===== config.mk =====
export PLATFORM = sky130hd
export DESIGN_NAME = fc_layer_sequencer
export DESIGN_NICKNAME = d
export VERILOG_FILES = /design/src/rtl/fc_layer_sequencer.sv
export SDC_FILE = /design/constraint.sdc
export NUM_CORES = 1
export LEC_CHECK = 0
export CAP_MARGIN = 0
export CORE_MARGIN = 3
export CORE_UTILIZATION = 50
export CTS_CLUSTER_DIAMETER = 50
export CTS_CLUSTER_SIZE = 8
export DETAILED_ROUTE_END_ITERATION = 16
export GPL_TIMING_DRIVEN = 0
export PLACE_DENSITY_LB_ADDON = 0.3
export SLEW_MARGIN = 0
export SYNTH_ARGS = -nofsm -noshare
export SYNTH_HDL_FRONTEND = slang
export SYNTH_SLANG_ARGS = --single-unit
export TNS_END_PERCENT = 50

===== constraint.sdc =====
create_clock -name clk -period 4.3 [get_ports clk]
set_input_delay 1.29 -clock clk [delete_from_list [all_inputs] [get_ports clk]]
set_output_delay 1.29 -clock clk [all_outputs]
set_load 0.01 [all_outputs]

===== src/rtl/fc_layer_sequencer.sv =====
// ============================================================================
// fc_layer_sequencer : streams node/weight pairs into the FC MAC core, one
// output neuron at a time, and collects one accumulated result per neuron.
// Revision: 1.0
// ============================================================================
`default_nettype none

module fc_layer_sequencer #(
  parameter int IN_DATA_WIDTH = 8,
  parameter int NODE_ADDR_W   = 10,
  parameter int WEGT_ADDR_W   = 16,
  parameter int CNT_W         = 10
) (
  input  logic                       clk,
  input  logic                       reset,
  input  logic                       i_run,
  input  logic [CNT_W-1:0]           i_num_in,
  input  logic [CNT_W-1:0]           i_num_out,
  output logic                       o_idle,
  output logic                       o_done,
  output logic [NODE_ADDR_W-1:0]     o_node_addr,
  output logic                       o_node_rd,
  input  logic [IN_DATA_WIDTH-1:0]   i_node_data,
  output logic [WEGT_ADDR_W-1:0]     o_wegt_addr,
  output logic                       o_wegt_rd,
  input  logic [IN_DATA_WIDTH-1:0]   i_wegt_data,
  output logic                       o_core_run,
  output logic                       o_core_valid,
  output logic [IN_DATA_WIDTH-1:0]   o_core_node,
  output logic [IN_DATA_WIDTH-1:0]   o_core_wegt,
  input  logic                       i_core_valid,
  input  logic [4*IN_DATA_WIDTH-1:0] i_core_result,
  output logic                       o_result_valid,
  output logic [4*IN_DATA_WIDTH-1:0] o_result,
  output logic [CNT_W-1:0]           o_result_idx
);

  typedef enum logic [2:0] {
    S_IDLE  = 3'd0,
    S_CLEAR = 3'd1,
    S_FEED  = 3'd2,
    S_DRAIN = 3'd3,
    S_DONE  = 3'd4
  } state_t;

  state_t                     state_q, state_d;
  logic [CNT_W-1:0]           n_q, n_d;
  logic [CNT_W-1:0]           m_q, m_d;
  logic [CNT_W-1:0]           in_idx_q, in_idx_d;
  logic [CNT_W-1:0]           out_idx_q, out_idx_d;
  logic [CNT_W-1:0]           rx_cnt_q, rx_cnt_d;
  logic [WEGT_ADDR_W-1:0]     wadr_q, wadr_d;
  logic                       core_valid_q, core_valid_d;
  logic [4*IN_DATA_WIDTH-1:0] result_q, result_d;
  logic [CNT_W-1:0]           result_idx_q, result_idx_d;
  logic                       result_valid_q, result_valid_d;
  logic                       done_q, done_d;
  logic                       feed;
  logic                       core_run;

  always_comb begin
    state_d        = state_q;
    n_d            = n_q;
    m_d            = m_q;
    in_idx_d       = in_idx_q;
    out_idx_d      = out_idx_q;
    rx_cnt_d       = rx_cnt_q;
    wadr_d         = wadr_q;
    core_valid_d   = 1'b0;
    result_d       = result_q;
    result_idx_d   = result_idx_q;
    result_valid_d = 1'b0;
    done_d         = 1'b0;
    feed           = 1'b0;
    core_run       = 1'b0;

    case (state_q)
      S_IDLE: begin
        if (i_run) begin
          n_d       = i_num_in;
          m_d       = i_num_out;
          in_idx_d  = '0;
          out_idx_d = '0;
          wadr_d    = '0;
          state_d   = (i_num_in == '0 || i_num_out == '0) ? S_DONE : S_CLEAR;
        end
      end
      S_CLEAR: begin
        core_run = 1'b1;
        rx_cnt_d = '0;
        state_d  = S_FEED;
      end
      S_FEED: begin
        feed         = 1'b1;
        core_valid_d = 1'b1;
        wadr_d       = wadr_q + 1'b1;
        if (in_idx_q == n_q - 1'b1) begin
          in_idx_d = '0;
          state_d  = S_DRAIN;
        end else begin
          in_idx_d = in_idx_q + 1'b1;
        end
      end
      S_DONE: begin
        done_d  = 1'b1;
        state_d = S_IDLE;
      end
      default: ;
    endcase

    // The core returns one valid per pair; the Nth one carries the full sum.
    if ((state_q == S_FEED || state_q == S_DRAIN) && i_core_valid) begin
      if (rx_cnt_q == n_q - 1'b1) begin
        result_d       = i_core_result;
        result_idx_d   = out_idx_q;
        result_valid_d = 1'b1;
        if (out_idx_q == m_q - 1'b1) begin
          state_d = S_DONE;
        end else begin
          out_idx_d = out_idx_q + 1'b1;
          state_d   = S_CLEAR;
        end
      end else begin
        rx_cnt_d = rx_cnt_q + 1'b1;
      end
    end
  end

  always_ff @(posedge clk) begin
    if (reset) begin
      state_q        <= S_IDLE;
      n_q            <= '0;
      m_q            <= '0;
      in_idx_q       <= '0;
      out_idx_q      <= '0;
      rx_cnt_q       <= '0;
      wadr_q         <= '0;
      core_valid_q   <= 1'b0;
      result_q       <= '0;
      result_idx_q   <= '0;
      result_valid_q <= 1'b0;
      done_q         <= 1'b0;
    end else begin
      state_q        <= state_d;
      n_q            <= n_d;
      m_q            <= m_d;
      in_idx_q       <= in_idx_d;
      out_idx_q      <= out_idx_d;
      rx_cnt_q       <= rx_cnt_d;
      wadr_q         <= wadr_d;
      core_valid_q   <= core_valid_d;
      result_q       <= result_d;
      result_idx_q   <= result_idx_d;
      result_valid_q <= result_valid_d;
      done_q         <= done_d;
    end
  end

  // Addresses and pass-through data are gated so idle outputs read as zero.
  assign o_idle         = (state_q == S_IDLE);
  assign o_done         = done_q;
  assign o_node_rd      = feed;
  assign o_wegt_rd      = feed;
  assign o_node_addr    = feed ? NODE_ADDR_W'(in_idx_q) : '0;
  assign o_wegt_addr    = feed ? wadr_q : '0;
  assign o_core_run     = core_run;
  assign o_core_valid   = core_valid_q;
  assign o_core_node    = core_valid_q ? i_node_data : '0;
  assign o_core_wegt    = core_valid_q ? i_wegt_data : '0;
  assign o_result_valid = result_valid_q;
  assign o_result       = result_q;
  assign o_result_idx   = result_idx_q;

endmodule

`default_nettype wire


Word-level counts from Yosys, hierarchy flattened --
Cells that the tools add are included.
Storage, ports and cells: bits in registers 114, input port bits 72, output and inout port bits 91, word-level logic and storage cells 66
Operators by class: add/subtract/negate cells 6, equality and inequality tests 8, mux-type cells 28, bitwise logic cells 1, reductions and logical operators 11
Operator list (number):
- 10-bit two-way mux | 11
- 16-bit two-way mux | 2
- 16-bit case mux with 2 select lines | 1
- 10-bit by 1-bit adder with 10-bit output (second input constant) | 3
- 10-bit == test | 3
- 10-bit zero test | 2
- 10-bit case mux with 2 select lines | 1
- 10-bit by 1-bit subtractor with 10-bit output (second input constant) | 2
- 3-bit two-way mux | 6
- 16-bit by 1-bit adder with 16-bit output (second input constant) | 1
- 8-bit two-way mux | 2
- 3-bit case mux with 4 select lines | 1
- 3-bit by 2-bit == test with 1-bit output (second input constant) | 2
- 2-bit AND reduction | 3
- 1-bit two-way mux | 4
- 3-bit by 1-bit == test with 1-bit output (second input constant) | 1
- 3-bit == test (second input constant) | 1
- 3-bit zero test | 1
- 1-bit logical OR | 2
- 2-bit inequality test (second input constant) | 1
- 2-bit nonzero test | 1
- 2-bit OR reduction | 1
- 1-bit logical AND | 1
- 1-bit inverter | 1

Longest topological paths before layout --
Gate-level depths: netlist (run 1).
word-level depth 7, gate-level depth with buffers 12, depth with buffers taken out 9

Least setup slack after synthesis (run 1) --
No wires, ideal clock.
path kind flip-flop to output port, start reg state_q[1], end out o_wegt_addr[10], arrival time 1.965 ns, required time 3.010 ns, path slack 1.045 ns, cell stages (with the launch flop) 8, path buffers 4, cells stage by stage dfxtp_1 > clkbuf_1 > or3b_2 > clkbuf_1 > inv_1 > clkbuf_1 > clkbuf_1 > and2_1
Between the ends: longest elaborated chain between the ends 3
Ends and longest elaborated chain:
- start, declared | RTL line 46 | state_t state_q, state_d;
- start signal, assigned | RTL line 144 | state_q <= state_d;
- 3-bit by 2-bit == test with 1-bit output | RTL line 77 | case (state_q)
- 1-bit two-way mux | RTL line 77
- via o_node_rd | RTL line 22 | output logic o_node_rd,
- 16-bit two-way mux | RTL line 165 | assign o_wegt_addr = feed ? wadr_q : '0;
- end, declared | RTL line 24 | output logic [WEGT_ADDR_W-1:0] o_wegt_addr,
The timed path passes the listed nets, and every way through them passes these cells.

Final worst setup path (run 1) --
start reg state_q[1], end out o_wegt_addr[10]
Between the ends: longest elaborated chain between the ends 3
Ends and longest elaborated chain (RTL line):
- 3-bit by 2-bit == test with 1-bit output | 77
- 1-bit two-way mux | 77
- 16-bit two-way mux | 165
Every way passes these cells.

==> reports/results.tsv, run 1 <==
metric	value	unit
min_path_type	register to register	
synth.area.mux_share	0.0784	
portBuffers	162	
post_cts_buffers	0	
via_count	5984	
cp_common_cell	clkbuf_1	
drc	0	
die_width	117	um
cts_root_buf	clkbuf_16	
cts_max_level	4	
dp_hpwl	12.8	mm
overflow	0	
placedCellCount	1039	
cts_sinks	114	
crit_end	o_wegt_addr[10]	
worstSetupStartpointType	register	
synth.avg_cell_area	8.35	um^2
finalSetupTns	0	ps
ys_ff_latch	114	
die_y	117	um
slowest_delay	540	ps
status	finished, final reports clean	
nets	992	
synth-simple-area-share	0.273	
io_pins	163	
syn_to_final_growth	38.3	%
drv_slew	0	
cp_slowest_cell	clkdlybuf4s50_1	
first_pass_iters	5	
power_density	328	mW/mm^2
drtAntennaViolNets	0	
synth_async_sr_flop_share	0	
setup.worst_path.start	state_q[1]	
synthTopCellsByArea	dfxtp_1 (37%), mux2i_1 (7.8%), nor2_1 (5.3%)	
yosys.area.top_type_share	0.373	
synth_fa_ha_area_frac	0.0123	
final_area	0.00847	mm^2
path_clk_slew	50	ps
viasPerCell	5.60	
start_util	0.523	
peakVddDrop	286	uV
synth_nets	812	
synth.largest_area_cell	dfxtp_1	
clock_path_buffers	2	
drive_above_1_share	0.0745	
final_cells	1069	
rows	39	
yosys_warnings	0	
hold_slack	474	ps
die_area	0.0136	mm^2
fin_crit	4050	ps
worstReg2RegEnd	o_result[22]	
grt_pass1_wl	27.9	mm
synth_top_family_by_area	simple AND/OR/NAND/NOR gates	
synth_compound_area_frac	0.144	
final-setup-viol-count	0	
critPathRequiredTime	3010	ps
finalCritPeriodShare	0.943	
syn_area	0.00613	mm^2
rr_startpoint	n_q[0]	
cts-buffers-inserted	17	
max_slew.worst_pin.slew	706	ps
grt_antenna_before_repair	0	
path_cells	clkbuf_1 > or3b_2 > clkbuf_1 > inv_2 > clkbuf_2 > and2_1 > clkdlybuf4s50_1	
worstSetupPathType	register to output pin	
wirelength	17.2	mm
multi_input_area	0.00348	mm^2
arrival	2760	ps
place_area	0.00793	mm^2
clock_skew	7.34	ps
grt_use_total	0.258	
wl_per_cell	16.1	um
num_antenna_cells	0	
grt_pass1_vias	5818	
synthFlopType	dfxtp_1	
critPathMaxFanout	13	
ctsHoldBuffers	0	
p_leak	3.09	nW
cap_violations	0	
finalHoldViolations	0	
ys_types	71	
synth-seq-area-share	0.373	
fmax	0.247	GHz
fillers	867	
coreArea	0.0117	mm^2
reg2reg_slack	1230	ps
rr_worst_depth	12	
synth_cells	734	
grt_max_degree	17	
clock_latency	410	ps
slew_headroom	0.523	
drtIter0Drc	349	
cp-end-kind	output pin	
rsz0062_at_grt	false	
place.gp.congestion	0.898	
cts_tree	done	
synth_edf_count	0	
regArea	0.00228	mm^2
synth_xor_area_frac	0.0609	
through the flow:
| step | setup slack, ps | utilization | power, mW |
|---|---|---|---|
| detailed placement | 254 | 0.677 | 1.51 |
| finish | 247 | 0.723 | 2.78 |
| global placement | 279 | 0.677 | 1.50 |
| CTS | 117 | 0.723 | 2.78 |
| global route | 42.1 | 0.723 | 2.88 |
| floorplan | 1040 | - | 1.36 |
report_power, final:
group | total [mW] | leakage (nW) | switching [mW] | internal [mW]
logic | 0.406 | 1.89 | 0.212 | 0.194
clock network | 1.27 | 0.276 | 0.456 | 0.818
registers | 1.10 | 0.922 | 0.0198 | 1.08
total | 2.78 | 3.09 | 0.688 | 2.09
placed cells by master, fill, tap and decap left out, types with 8 or more instances in the layout:
master	instances
nand2_1	68
dfxtp_1	114
inv_1	20
nor3_1	19
clkbuf_1	30
o21ai_0	33
buf_2	10
clkdlybuf4s50_1	162
nor2_1	86
mux2i_1	48
a21oi_1	37
o2bb2ai_1	8
and3_1	17
and2_1	46
xnor2_1	32
clkbuf_16	17
xor2_1	8
nand3_1	27
cells by family after synthesis:
family	after synthesis
DFF	114
muxes	48
buffers and inverters	69
adders and majority gates	6
xor gates and xnor gates	41
and+or+nand+nor	321
AOI/OAI and AO/OA	135
Yosys cell counts (4+ instances only):
cell type / number
a21o_1: 5
a21oi_1: 37
a22oi_1: 5
a31oi_1: 7
and2_1: 46
and3_1: 17
buf_12: 4
buf_2: 10
clkbuf_1: 30
dfxtp_1: 114
ha_1: 6
inv_1: 21
mux2i_1: 48
nand2_1: 68
nand3_1: 27
nand4_1: 7
nor2_1: 86
nor3_1: 19
nor3b_1: 5
nor4_1: 6
o211ai_1: 7
o21ai_0: 33
o2bb2ai_1: 8
or2_2: 5
or3_1: 7
or4_1: 4
xnor2_1: 32
xor2_1: 8
metal layers:
metal,GRT usage,routed length [um],vias up
li1,-,-,2930
met1,0.291,6890,2785
met2,0.446,8530,238
met3,0.0850,1390,31
met4,0.112,378,0
met5,0,0,-
flip-flops by register name, indices dropped and copies added (netlist names), 3 cells and up:
name / flops
rx_cnt_q: 10
m_q: 10
wadr_q: 16
n_q: 10
o_result: 32
out_idx_q: 10
state_q: 3
in_idx_q: 10
o_result_idx: 10
worst min-delay path by stage:
stage	end	slack [ps]	start	cells past startpoint
after floorplan	wadr_q[15]	430	wadr_q[15]	1
after global placement	wadr_q[15]	450	wadr_q[15]	1
after detailed placement	wadr_q[15]	460	wadr_q[15]	1
after CTS	wadr_q[15]	470	wadr_q[15]	1
after global routing	wadr_q[15]	500	wadr_q[15]	1
final	wadr_q[15]	470	wadr_q[15]	1
worst max-delay path, delay by kind of cell (launching register included):
| kind | cells | cell delay (ps) |
|---|---|---|
| buf+inv | 5 | 1430 |
| flops | 1 | 300 |
| simple gates | 2 | 610 |
timing repair:
action,CTS,global route
gates resized for setup,1,4
cloned,0,0
setup endpoints to repair,21,20
final cells by class:
| class | count | area share |
|---|---|---|
| buffer | 47 | 0.0329 |
| clock buffer | 26 | 0.0613 |
| clock inverter | 5 | 0.00295 |
| inverter | 21 | 0.00931 |
| multi-input combinational | 551 | 0.411 |
| sequential | 114 | 0.269 |
| tap | 143 | 0.0211 |
| timing repair buffer | 162 | 0.191 |
No activity file was read; power rests on OpenSTA's default activity.
==> inputs of run 2 (changes only) <==
--- a/config.mk
+++ b/config.mk
@@ -13,6 +13,7 @@
 export DETAILED_ROUTE_END_ITERATION = 16
 export GPL_TIMING_DRIVEN = 0
 export PLACE_DENSITY_LB_ADDON = 0.3
+export SKIP_CTS_REPAIR_TIMING = 1
 export SLEW_MARGIN = 0
 export SYNTH_ARGS = -nofsm -noshare
 export SYNTH_HDL_FRONTEND = slang
==> reports/results.tsv, run 2 (same netlist as run 1, synthesis figures left out) <==
metric	value	unit	change
max_slew.worst_pin.slew	705	ps	was 706 ps
layout_commonest_cell	clkdlybuf4s50_1		unchanged
finalHoldViolations	0		unchanged
cts_root_buf	clkbuf_16		unchanged
io_pins	163		unchanged
path_clk_slew	50	ps	about the same
syn_to_final_growth	38.3	%	about the same
dp_hpwl	12.8	mm	unchanged
critPathMaxFanout	13		unchanged
drtIter0Drc	338		was 349
cp_common_cell	clkbuf_1		unchanged
cap_violations	0		unchanged
clock_latency	410	ps	about the same
fmax	0.245	GHz	was 0.247 GHz
drive_above_1_share	0.0745		unchanged
first_pass_iters	5		unchanged
place_area	0.00793	mm^2	unchanged
peakVddDrop	286	uV	about the same
grt_pass1_wl	28.0	mm	was 27.9 mm
nets	992		unchanged
cts_tree	done		unchanged
cts_max_level	4		unchanged
wirelength	17.2	mm	about the same
grt_antenna_before_repair	0		unchanged
arrival	2790	ps	was 2760 ps
via_count	5993		was 5984
die_width	117	um	unchanged
fin_total_pwr	2.77	mW	was 2.78 mW
path_cells	clkbuf_1 > or3b_2 > clkbuf_1 > clkinvlp_4 > clkbuf_2 > and2_1 > clkdlybuf4s50_1		was clkbuf_1 > or3b_2 > clkbuf_1 > inv_2 > clkbuf_2 > and2_1 > clkdlybuf4s50_1
mostFrequentLayoutCells	clkdlybuf4s50_1 (162), dfxtp_1 (114), nor2_1 (86)		unchanged
viasPerCell	5.61		was 5.60
place.gp.congestion	0.898		unchanged
die_y	117	um	unchanged
wl_per_cell	16.1	um	about the same
worstSetupStartpointType	register		unchanged
grt_pass1_vias	5826		was 5818
min_path_type	register to register		unchanged
largest_reg_flops	32		unchanged
status	finished, final reports clean		unchanged
power_density	327	mW/mm^2	was 328 mW/mm^2
cts-buffers-inserted	17		unchanged
clock_path_buffers	2		unchanged
slew_headroom	0.524		was 0.523
cts_sinks	114		unchanged
grt_use_total	0.259		was 0.258
num_antenna_cells	0		unchanged
p_leak	3.08	nW	was 3.09 nW
cp_slowest_cell	clkdlybuf4s50_1		unchanged
drv_slew	0		unchanged
coreArea	0.0117	mm^2	unchanged
portBuffers	162		unchanged
final-setup-viol-count	0		unchanged
drc	0		unchanged
finalSetupTns	0	ps	unchanged
critPathRequiredTime	3010	ps	about the same
cp-end-kind	output pin		unchanged
worstSetupPathType	register to output pin		unchanged
finalCoreUtilization	0.724		was 0.723
final_area	0.00847	mm^2	about the same
rsz0062_at_grt	false		unchanged
die_area	0.0136	mm^2	unchanged
start_util	0.523		unchanged
slowest_delay	540	ps	about the same
overflow	0		unchanged
clock_skew	7.64	ps	was 7.34 ps
finalCritPeriodShare	0.948		was 0.943
grt_max_degree	17		unchanged
fin_crit	4080	ps	was 4050 ps
rows	39		unchanged
drtAntennaViolNets	0		unchanged
-- run 2: changes by cell type in the layout (fill, tap and decap cells not counted), sizes merged --
cell / previous run / this run
clkinvlp: 0 / 1
inv: 21 / 20
-- run 2: critical path, delay by kind of cell, from the launching register on --
family / cells / cell delay (ps)
buffers and inverters: 5 / 1450
and+or+nand+nor: 2 / 610
DFF: 1 / 300
-- run 2: final timing paths --
check	slack, ps	start	cells past startpoint	endpoint
worst min register to register	470	wadr_q[15]	1	wadr_q[15]
worst max register to register	1230	n_q[0]	12	o_result[22]
worst max-delay path	220	state_q[1]	7	o_wegt_addr[10]
worst min-delay path	470	wadr_q[15]	1	wadr_q[15]
-- run 2: metrics by stage --
stage                     std cells  setup slack, ps  hold slack [ps]
after floorplan                 734             1040              429
after global placement         1039              279              448
after detailed placement       1039              254              459
after CTS                      1070             -223              470
after global routing           1069             8.21              496
final                          1069              222              474
-- run 2: cell type report --
cell class / count / area, um^2
Clock inverter: 5 / 25.0
Clock buffer: 26 / 519
Fill cell: 867 / 3240
Multi-Input combinational cell: 551 / 3480
Buffer: 47 / 279
Sequential cell: 114 / 2280
Tap cell: 143 / 179
Timing Repair Buffer: 162 / 1620
Inverter: 21 / 82.6
-- run 2: per-layer routing --
| layer | part of all wire | wire, um | up-vias | global-route usage |
|---|---|---|---|---|
| li1 | - | - | 2932 | - |
| met5 | 0 | 0 | - | 0 |
| met3 | 0.079 | 1360 | 33 | 0.0850 |
| met2 | 0.50 | 8530 | 241 | 0.446 |
| met4 | 0.023 | 391 | 0 | 0.112 |
| met1 | 0.40 | 6900 | 2787 | 0.291 |
-- run 2: report_power, final --
group          internal (mW)  switching (mW)
logic                  0.194           0.212
registers               1.08          0.0197
clock network          0.817           0.455
==> inputs of run 3 (changes only) <==
==> constraint.sdc (replaced) <==
create_clock -name clk -period 4.3 [get_ports clk]
set_input_delay 1.29 -clock clk [delete_from_list [all_inputs] [get_ports clk]]
set_output_delay 1.29 -clock clk [all_outputs]
set_load 0.02 [all_outputs]
==> reports/results.tsv, run 3 (same netlist as run 1, synthesis figures left out) <==
metric	value	unit	change
drtAntennaViolNets	0		unchanged
rows	39		unchanged
num_antenna_cells	0		unchanged
finalHoldViolations	0		unchanged
min_path_cells	1		unchanged
p_leak	3.10	nW	was 3.08 nW
drv_slew	0		unchanged
overflow	0		unchanged
finalCoreUtilization	0.723		was 0.724
critPathRequiredTime	3010	ps	about the same
fin_crit	4120	ps	was 4080 ps
grt_pass1_vias	5826		unchanged
start_util	0.523		unchanged
worstSetupStartpointType	register		unchanged
min_path_type	register to register		unchanged
final_area	0.00847	mm^2	about the same
coreArea	0.0117	mm^2	unchanged
syn_to_final_growth	38.3	%	about the same
layout_commonest_cell	clkdlybuf4s50_1		unchanged
drive_above_1_share	0.0756		was 0.0745
place.gp.congestion	0.898		unchanged
setup_slack	182	ps	was 222 ps
via_count	6008		was 5993
power_density	328	mW/mm^2	was 327 mW/mm^2
grt_antenna_before_repair	0		unchanged
place_area	0.00793	mm^2	unchanged
mostFrequentLayoutCells	clkdlybuf4s50_1 (162), dfxtp_1 (113), nor2_1 (86)		was clkdlybuf4s50_1 (162), dfxtp_1 (114), nor2_1 (86)
drc	0		unchanged
grt_use_total	0.259		unchanged
cp_slowest_cell	clkdlybuf4s50_1		unchanged
grt_pass1_wl	28.0	mm	unchanged
clock_path_buffers	2		unchanged
fmax	0.243	GHz	was 0.245 GHz
nets	992		unchanged
first_pass_iters	5		unchanged
grtUsageMet1	0.291		unchanged
cts_max_level	4		unchanged
worstSetupPathType	register to output pin		unchanged
p_seq_frac	0.394		was 0.395
cp_common_cell	clkbuf_2		was clkbuf_1
swShare	0.249		was 0.248
p_comb_frac	0.148		was 0.146
wirelength	17.2	mm	about the same
path_clk_slew	50	ps	about the same
intPower	2.09	mW	about the same
netSwitchingPower	0.694	mW	was 0.687 mW
arrival	2830	ps	was 2790 ps
cap_violations	0		unchanged
cts-buffers-inserted	17		unchanged
finalSetupTns	0	ps	unchanged
pre_cts_slack	186	ps	was 254 ps
clock_skew	7.18	ps	was 7.64 ps
rr_worst_depth	12		unchanged
final-setup-viol-count	0		unchanged
met2_usage	0.446		unchanged
max_slew.worst_pin.slew	706	ps	was 705 ps
peakVddDrop	287	uV	was 286 uV
die_y	117	um	unchanged
cts_tree	done		unchanged
cts_root_buf	clkbuf_16		unchanged
fin_total_pwr	2.78	mW	was 2.77 mW
dp_hpwl	12.8	mm	unchanged
cts_sinks	114		unchanged
drtIter0Drc	394		was 338
use_met3	0.0850		unchanged
finalCritPeriodShare	0.958		was 0.948
path_cells	or3b_2 > clkbuf_1 > inv_1 > clkbuf_2 > clkbuf_2 > and2_1 > clkdlybuf4s50_1		was clkbuf_1 > or3b_2 > clkbuf_1 > clkinvlp_4 > clkbuf_2 > and2_1 > clkdlybuf4s50_1
io_pins	163		unchanged
critPathMaxFanout	11		was 13
largest_reg_flops	32		unchanged
rsz0062_at_grt	false		unchanged
portBuffers	162		unchanged
grt_max_degree	17		unchanged
viasPerCell	5.62		was 5.61
clock_latency	410	ps	about the same
slowest_delay	600	ps	was 540 ps
status	finished, final reports clean		unchanged
slew_headroom	0.523		was 0.524
die_area	0.0136	mm^2	unchanged
busiest_layer	met2		unchanged
power_frac_clock	0.458		was 0.459
cp-end-kind	output pin		unchanged
wl_per_cell	16.1	um	about the same
die_width	117	um	unchanged
[run 3: cell count changes in the layout (fill, tap and decap cells not counted), sizes merged]
cell,before,now
clkinvlp,1,0
inv,20,21
[run 3: final timing paths]
check,startpoint,to,slack (ps)
setup / recovery,state_q[1],o_wegt_addr[10],180
hold / removal,wadr_q[15],wadr_q[15],470
setup reg to reg,n_q[0],o_result[22],1240
hold reg to reg,wadr_q[15],wadr_q[15],470
[run 3: metal layers]
metal	wire length, um	share of wire
met2	8570	0.50
met3	1360	0.079
met1	6910	0.40
met5	0	0
met4	380	0.022
[run 3: stage by stage]
step	std cells	hold WS, ps
3_3_place_gp	1039	448
3_5_place_dp	1039	459
2_1_floorplan	734	429
6_report	1069	468
5_1_grt	1069	496
4_1_cts	1070	470
[run 3: layout make-up]
class                      instances  area, um^2
buffer                            47         280
clock buffer                      26         519
clock inverter                     5        25.0
fill                             867        3240
inverter                          21        78.8
multi-input combinational        551        3480
sequential                       114        2280
tap                              143         179
timing repair buffer             162        1620
[run 3: power groups by stage]
stage               Combinational [mW]  Clock [mW]  Sequential [mW]
floorplan                        0.259           0             1.11
global placement                 0.391           0             1.11
detailed placement               0.405           0             1.12
CTS                              0.409        1.28             1.09
global route                     0.449        1.34             1.10
finish                           0.412        1.27             1.10
[run 3: critical path: cells and delay by family (launching register included)]
kind / cells / cell delay [ps]
buffers and inverters: 5 / 1410
and+or+nand+nor: 2 / 590
DFF: 1 / 400
